<file path="src/rtl/player_input_conditioner.sv">
// player_input_conditioner
//   Conditions the two raw player pushbuttons (up/jump, down/duck) for the
//   player controller. Each button passes through a 2-flop synchronizer and a
//   RELEASED/PRESSED debounce FSM with a saturating-free run counter. A short
//   debounced up press is latched in up_pending so that the controller, which
//   only looks at the button on game_tick[0], cannot miss it.
//
//   Compile-time option:
//     PLAYER_INPUT_LOCKOUT_EN - when defined, a held (debounced) down button
//                               suppresses button_up and discards any
//                               pending up press.
module player_input_conditioner #(
    parameter int DEBOUNCE_WIDTH  = 16,
    parameter int DEBOUNCE_CYCLES = 1000
) (
    input  logic       clk,
    input  logic       reset,
    input  logic       btn_up_raw,
    input  logic       btn_down_raw,
    input  logic [1:0] game_tick,
    output logic       button_up,
    output logic       button_down
);

    typedef enum logic {
        RELEASED = 1'b0,
        PRESSED  = 1'b1
    } db_state_t;

    // Index of each button in the per-button arrays.
    localparam int BTN_UP = 0;
    localparam int BTN_DN = 1;

    // Counter value on which a differing sample completes the debounce window.
    localparam logic [DEBOUNCE_WIDTH-1:0] CNT_LAST = DEBOUNCE_WIDTH'(DEBOUNCE_CYCLES - 1);
    localparam logic [DEBOUNCE_WIDTH-1:0] CNT_ONE  = DEBOUNCE_WIDTH'(1);
    localparam logic [DEBOUNCE_WIDTH-1:0] CNT_ZERO = DEBOUNCE_WIDTH'(0);

    logic [1:0]                raw_s;
    logic [1:0]                sync1_r;
    logic [1:0]                sync2_r;
    db_state_t                 state_r [2];
    db_state_t                 state_n [2];
    logic [DEBOUNCE_WIDTH-1:0] cnt_r   [2];
    logic [DEBOUNCE_WIDTH-1:0] cnt_n   [2];
    logic                      up_pending_r;
    logic                      up_pending_n;
    logic                      up_enter_s;
    logic                      lockout_s;
    logic                      unused_tick_s;

    assign raw_s         = {btn_down_raw, btn_up_raw};
    // Only bit 0 of the tick bus drives this block.
    assign unused_tick_s = game_tick[1];

`ifdef PLAYER_INPUT_LOCKOUT_EN
    assign lockout_s = (state_r[BTN_DN] == PRESSED);
`else
    assign lockout_s = 1'b0;
`endif

    // Two-flop synchronizer for both raw buttons.
    always_ff @(posedge clk or posedge reset) begin
        if (reset) begin
            sync1_r <= 2'b00;
            sync2_r <= 2'b00;
        end else begin
            sync1_r <= raw_s;
            sync2_r <= sync1_r;
        end
    end

    // Debounce FSM state and run counter registers for both buttons.
    always_ff @(posedge clk or posedge reset) begin
        if (reset) begin
            for (int i = 0; i < 2; i++) begin
                state_r[i] <= RELEASED;
                cnt_r[i]   <= CNT_ZERO;
            end
        end else begin
            for (int i = 0; i < 2; i++) begin
                state_r[i] <= state_n[i];
                cnt_r[i]   <= cnt_n[i];
            end
        end
    end

    // Debounce next state: count consecutive samples that disagree with the
    // accepted level, toggle once the window completes, restart on agreement.
    always_comb begin
        for (int i = 0; i < 2; i++) begin
            state_n[i] = state_r[i];
            cnt_n[i]   = CNT_ZERO;
            case (state_r[i])
                RELEASED: begin
                    if (sync2_r[i]) begin
                        if (cnt_r[i] == CNT_LAST) begin
                            state_n[i] = PRESSED;
                            cnt_n[i]   = CNT_ZERO;
                        end else begin
                            cnt_n[i]   = cnt_r[i] + CNT_ONE;
                        end
                    end else begin
                        cnt_n[i] = CNT_ZERO;
                    end
                end
                PRESSED: begin
                    if (!sync2_r[i]) begin
                        if (cnt_r[i] == CNT_LAST) begin
                            state_n[i] = RELEASED;
                            cnt_n[i]   = CNT_ZERO;
                        end else begin
                            cnt_n[i]   = cnt_r[i] + CNT_ONE;
                        end
                    end else begin
                        cnt_n[i] = CNT_ZERO;
                    end
                end
                default: begin
                    state_n[i] = RELEASED;
                    cnt_n[i]   = CNT_ZERO;
                end
            endcase
        end
    end

    assign up_enter_s = (state_r[BTN_UP] == RELEASED) && (state_n[BTN_UP] == PRESSED);

    // Pending up press: a tick consumes it (and wins over a new press on the
    // same edge); a held down button discards it when lockout is built in.
    always_comb begin
        up_pending_n = up_pending_r;
        if (game_tick[0]) begin
            up_pending_n = 1'b0;
        end else if (lockout_s) begin
            up_pending_n = 1'b0;
        end else if (up_enter_s) begin
            up_pending_n = 1'b1;
        end else begin
            up_pending_n = up_pending_r;
        end
    end

    // Pending up-press register.
    always_ff @(posedge clk or posedge reset) begin
        if (reset) begin
            up_pending_r <= 1'b0;
        end else begin
            up_pending_r <= up_pending_n;
        end
    end

    // Outputs are pure functions of flops, so they add no latency or glitches.
    assign button_down = (state_r[BTN_DN] == PRESSED);
    assign button_up   = ((state_r[BTN_UP] == PRESSED) | up_pending_r) & ~lockout_s;

endmodule

</file>
<file path="config.mk">
export PLATFORM = sky130hd
export DESIGN_NAME = player_input_conditioner
export DESIGN_NICKNAME = d
export VERILOG_FILES = /design/src/rtl/player_input_conditioner.sv
export SDC_FILE = /design/constraint.sdc
export NUM_CORES = 1
export LEC_CHECK = 0
export ABC_AREA = 0
export CORE_AREA = 2 2 88 90
export DETAILED_ROUTE_END_ITERATION = 8
export DIE_AREA = 0 0 90 92
export PLACE_DENSITY = 0.37
export SYNTH_ARGS = -nofsm -noshare
export SYNTH_HDL_FRONTEND = slang
export SYNTH_SLANG_ARGS = --single-unit
</file>
<file path="constraint.sdc">
create_clock -name clk -period 2 [get_ports clk]
set_clock_uncertainty 0.15 [all_clocks]
set_input_delay 0.6 -clock clk [delete_from_list [all_inputs] [get_ports clk]]
set_output_delay 0.6 -clock clk [all_outputs]
set_load 0.005 [all_outputs]
</file>
==> impl_metrics.py <==
metrics = {
    "run_status": {
        "status": "finished with violations",
        "violations": "setup timing",
    },
    "route": {
        "routedWlPerCell_um": 12.3,
        "antenna_left": 0,
        "vias_per_cell": 4.34,
        "first_iter_violations": 85,
        "drtPass1Iterations": 4,
        "routed_wl_um": 3820,
        "dr_total_vias": 1350,
        "drc": 0,
    },
    "worst_setup_path": {
        "crit_path_end_kind": "flip-flop",
        "cp.arrival_ns": 2.24,
        "slowest_delay_ns": 0.54,
        "cp.required_ns": 2.07,
        "rr_startpoint": "cnt_r[31]",
        "cp_max_fo": 2,
        "worst-setup-path-type": "flip-flop to flip-flop",
        "worstPathBufferInverterCount": 0,
        "cp_top_family": "simple AND/OR/NAND/NOR gates",
        "crit_start": "cnt_r[31]",
        "timing.rr.end": "up_pending_r",
        "r2r.worst_path.cells": 4,
        "startpoint_type": "flip-flop",
        "r2r_slack_ns": -0.17,
        "cpMaxStageDelayCell": "or4_4",
        "path_cells": "or4b_1 -> or4_4 -> or3b_1 -> a21oi_1",
    },
    "power": {
        "irDropWorstVdd_mv": 0.194,
        "p_leak_nw": 0.981,
        "power_mw": 1.43,
        "powerDensity_nw_per_um2": 623,
    },
    "min_path": {
        "min_from": "sync1_r[0]",
        "hold_class": "flip-flop to flip-flop",
        "holdPathEnd": "sync2_r[0]",
        "min_path_cells": 0,
    },
    "sta": {
        "rsz0062_at_grt": "true",
        "setup_viol": 18,
        "min_period_ns": 2.17,
        "layout_setup_ws_ns": -0.170,
        "fin_hold_ws_ns": 0.208,
        "timing.fmax_mhz": 461,
        "post-route-period-util_pct": 109,
        "tightest_slew_ns": 0.374,
        "hold_violations": 0,
        "relSlewSlack_pct": 74.9,
        "drv_slew": 0,
    },
    "synth": {
        "synth_edf_count": 0,
        "ys_ff_latch": 39,
        "synth_warnings": 0,
        "synth.area.top_cells": "dfrtp_1, xor2_1, nor2_1",
        "yosysTopAreaCellShare_pct": 54.3,
        "yosysUniqueCellTypes": 29,
        "async_flop_share_pct": 100,
        "synth_nets": 183,
        "synth_area_um2": 1800,
        "yosysSeqAreaShare_pct": 54.3,
        "synthCells": 175,
        "synth_area_per_cell_um2": 10.3,
        "yosys.area.top_type": "dfrtp_1",
        "ys.flop_type": "dfrtp_1",
    },
    "floorplanning": {
        "num_rows": 32,
        "die_x_um": 90,
        "dieArea_um2": 8280,
        "initial_utilization_pct": 24.1,
        "coreArea_um2": 7450,
        "io_pins": 8,
        "die_h_um": 92,
    },
    "layout": {
        "nets": 216,
        "fin_area_um2": 2290,
        "fill_cells": 782,
        "areaGrowthSynthToFinish_pct": 27.4,
        "n_antenna_cell": 0,
        "drive_gt1_share_pct": 18.2,
        "final_util_pct": 30.7,
    },
    "global_route": {
        "grt.overflow.total": 0,
        "grt_pass1_vias": 1368,
        "track_usage_pct": 10.0,
        "grt_pass1_wl_um": 6600,
        "grt_start_max_net_pins": 40,
        "antenna_found_initial": 0,
    },
    "placement": {
        "port_buffers": 6,
        "dp_hpwl_um": 2630,
        "gp_congestion": 0.807,
        "placed_cell_area_um2": 2170,
    },
    "clock_tree": {
        "htree_num_levels": 2,
        "cts_buffer_depth": 2,
        "cts_hold_buf": 0,
        "clk_pin_slew_ns": 0.08,
        "tritoncts": "yes",
        "cts_sinks": 39,
        "clk_latency_ns": 0.29,
        "cts_buffers": 5,
        "root_buffer": "clkbuf_8",
    },
    "run": {
        "maxCapViolations": 0,
    },
}
## where the power goes
| group | internal (mW) | switching, mW |
|---|---|---|
| Combinational | 0.0437 | 0.0489 |
| Sequential | 0.802 | 0.00921 |
| Clock | 0.245 | 0.277 |
| Total | 1.09 | 0.335 |
## cell families (layout without fill, tap and decap cells)
logic type	Yosys count	after routing	synth area share [%]
simple gates	86	86	25.3
flops	39	39	54.3
xor+xnor	26	26	12.7
buf+inv	11	45	2.37
compound gates	9	9	2.65
fa+ha+maj	2	2	1.39
mux	2	2	1.25
## area by class of cell
type                       instances  area [um2]  area share, %
clock buffer                       7        76.3           3.33
clock inverter                     1        5.00          0.219
inverter                           5        18.8          0.820
multi-input combinational        125         788           34.4
sequential                        39         976           42.6
tap                              102         128           5.57
timing repair buffer              32         298           13.0
## worst max path at each step
stage                    to  slack [ns]  cells past startpoint
2_1_floorplan  up_pending_r       -0.13                      4
3_3_place_gp   up_pending_r       -0.20                      4
3_5_place_dp   up_pending_r       -0.24                      4
4_1_cts        up_pending_r       -0.23                      4
5_1_grt        up_pending_r       -0.24                      4
6_report       up_pending_r       -0.17                      4
## flip-flops by register name, summed over array words and instances (netlist names), named ones only
register      count
sync1_r           2
state_r           1
up_pending_r      1
sync2_r           2
cnt_r            32
## synth_stat cells (all sizes together) (2+ instances only)
master   n
nor2    28
xor2    16
or4      3
dfrtp   39
nand3   11
and3     3
and4     3
ha       2
and2     2
o21ai    3
nand4    9
inv      5
nor3     5
xnor2   10
a21oi    5
nand2   10
nor4     2
clkbuf   5
mux2     2
or3      4
## metal layers
layer | track usage, % | vias up | share of wire [%]
li1 | - | 669 | -
met4 | 3.46 | 0 | 1.7
met1 | 13.7 | 663 | 50
met5 | 0 | - | 0
met2 | 15.3 | 11 | 46
met3 | 2.71 | 7 | 2.5
## per-stage QoR
| step | cells | TNS [ns] | setup slack, ns |
|---|---|---|---|
| detailed placement | 301 | -1.52 | -0.240 |
| global placement | 301 | -0.941 | -0.198 |
| floorplan | 175 | -0.685 | -0.125 |
| finish | 311 | -2.64 | -0.170 |
| global route | 311 | -3.80 | -0.245 |
| CTS | 310 | -3.05 | -0.234 |
## placed cells by master, fill, tap and decap left out, drive strengths merged, types with 2 or more instances in the layout
master         instances
or4                    3
a21oi                  5
and2                   2
clkdlybuf4s50          5
ha                     2
buf                   25
xnor2                 10
nor2                  28
xor2                  16
nor4                   2
nor3                   5
mux2                   2
clkbuf                 8
nand2                 10
o21ai                  3
dfrtp                 39
inv                    5
and4                   3
or3                    4
and3                   3
nand4                  9
nand3                 11
## repair_timing
| item | 4_1_cts | 5_1_grt |
|---|---|---|
| gates resized for setup | 3 | 1 |
| endpoints found under the setup margin | 18 | 18 |
| buffers inserted | 1 | 0 |
| cloned | 0 | 1 |
| pin swaps | 0 | 2 |
Power figures use the tool's default switching activity.
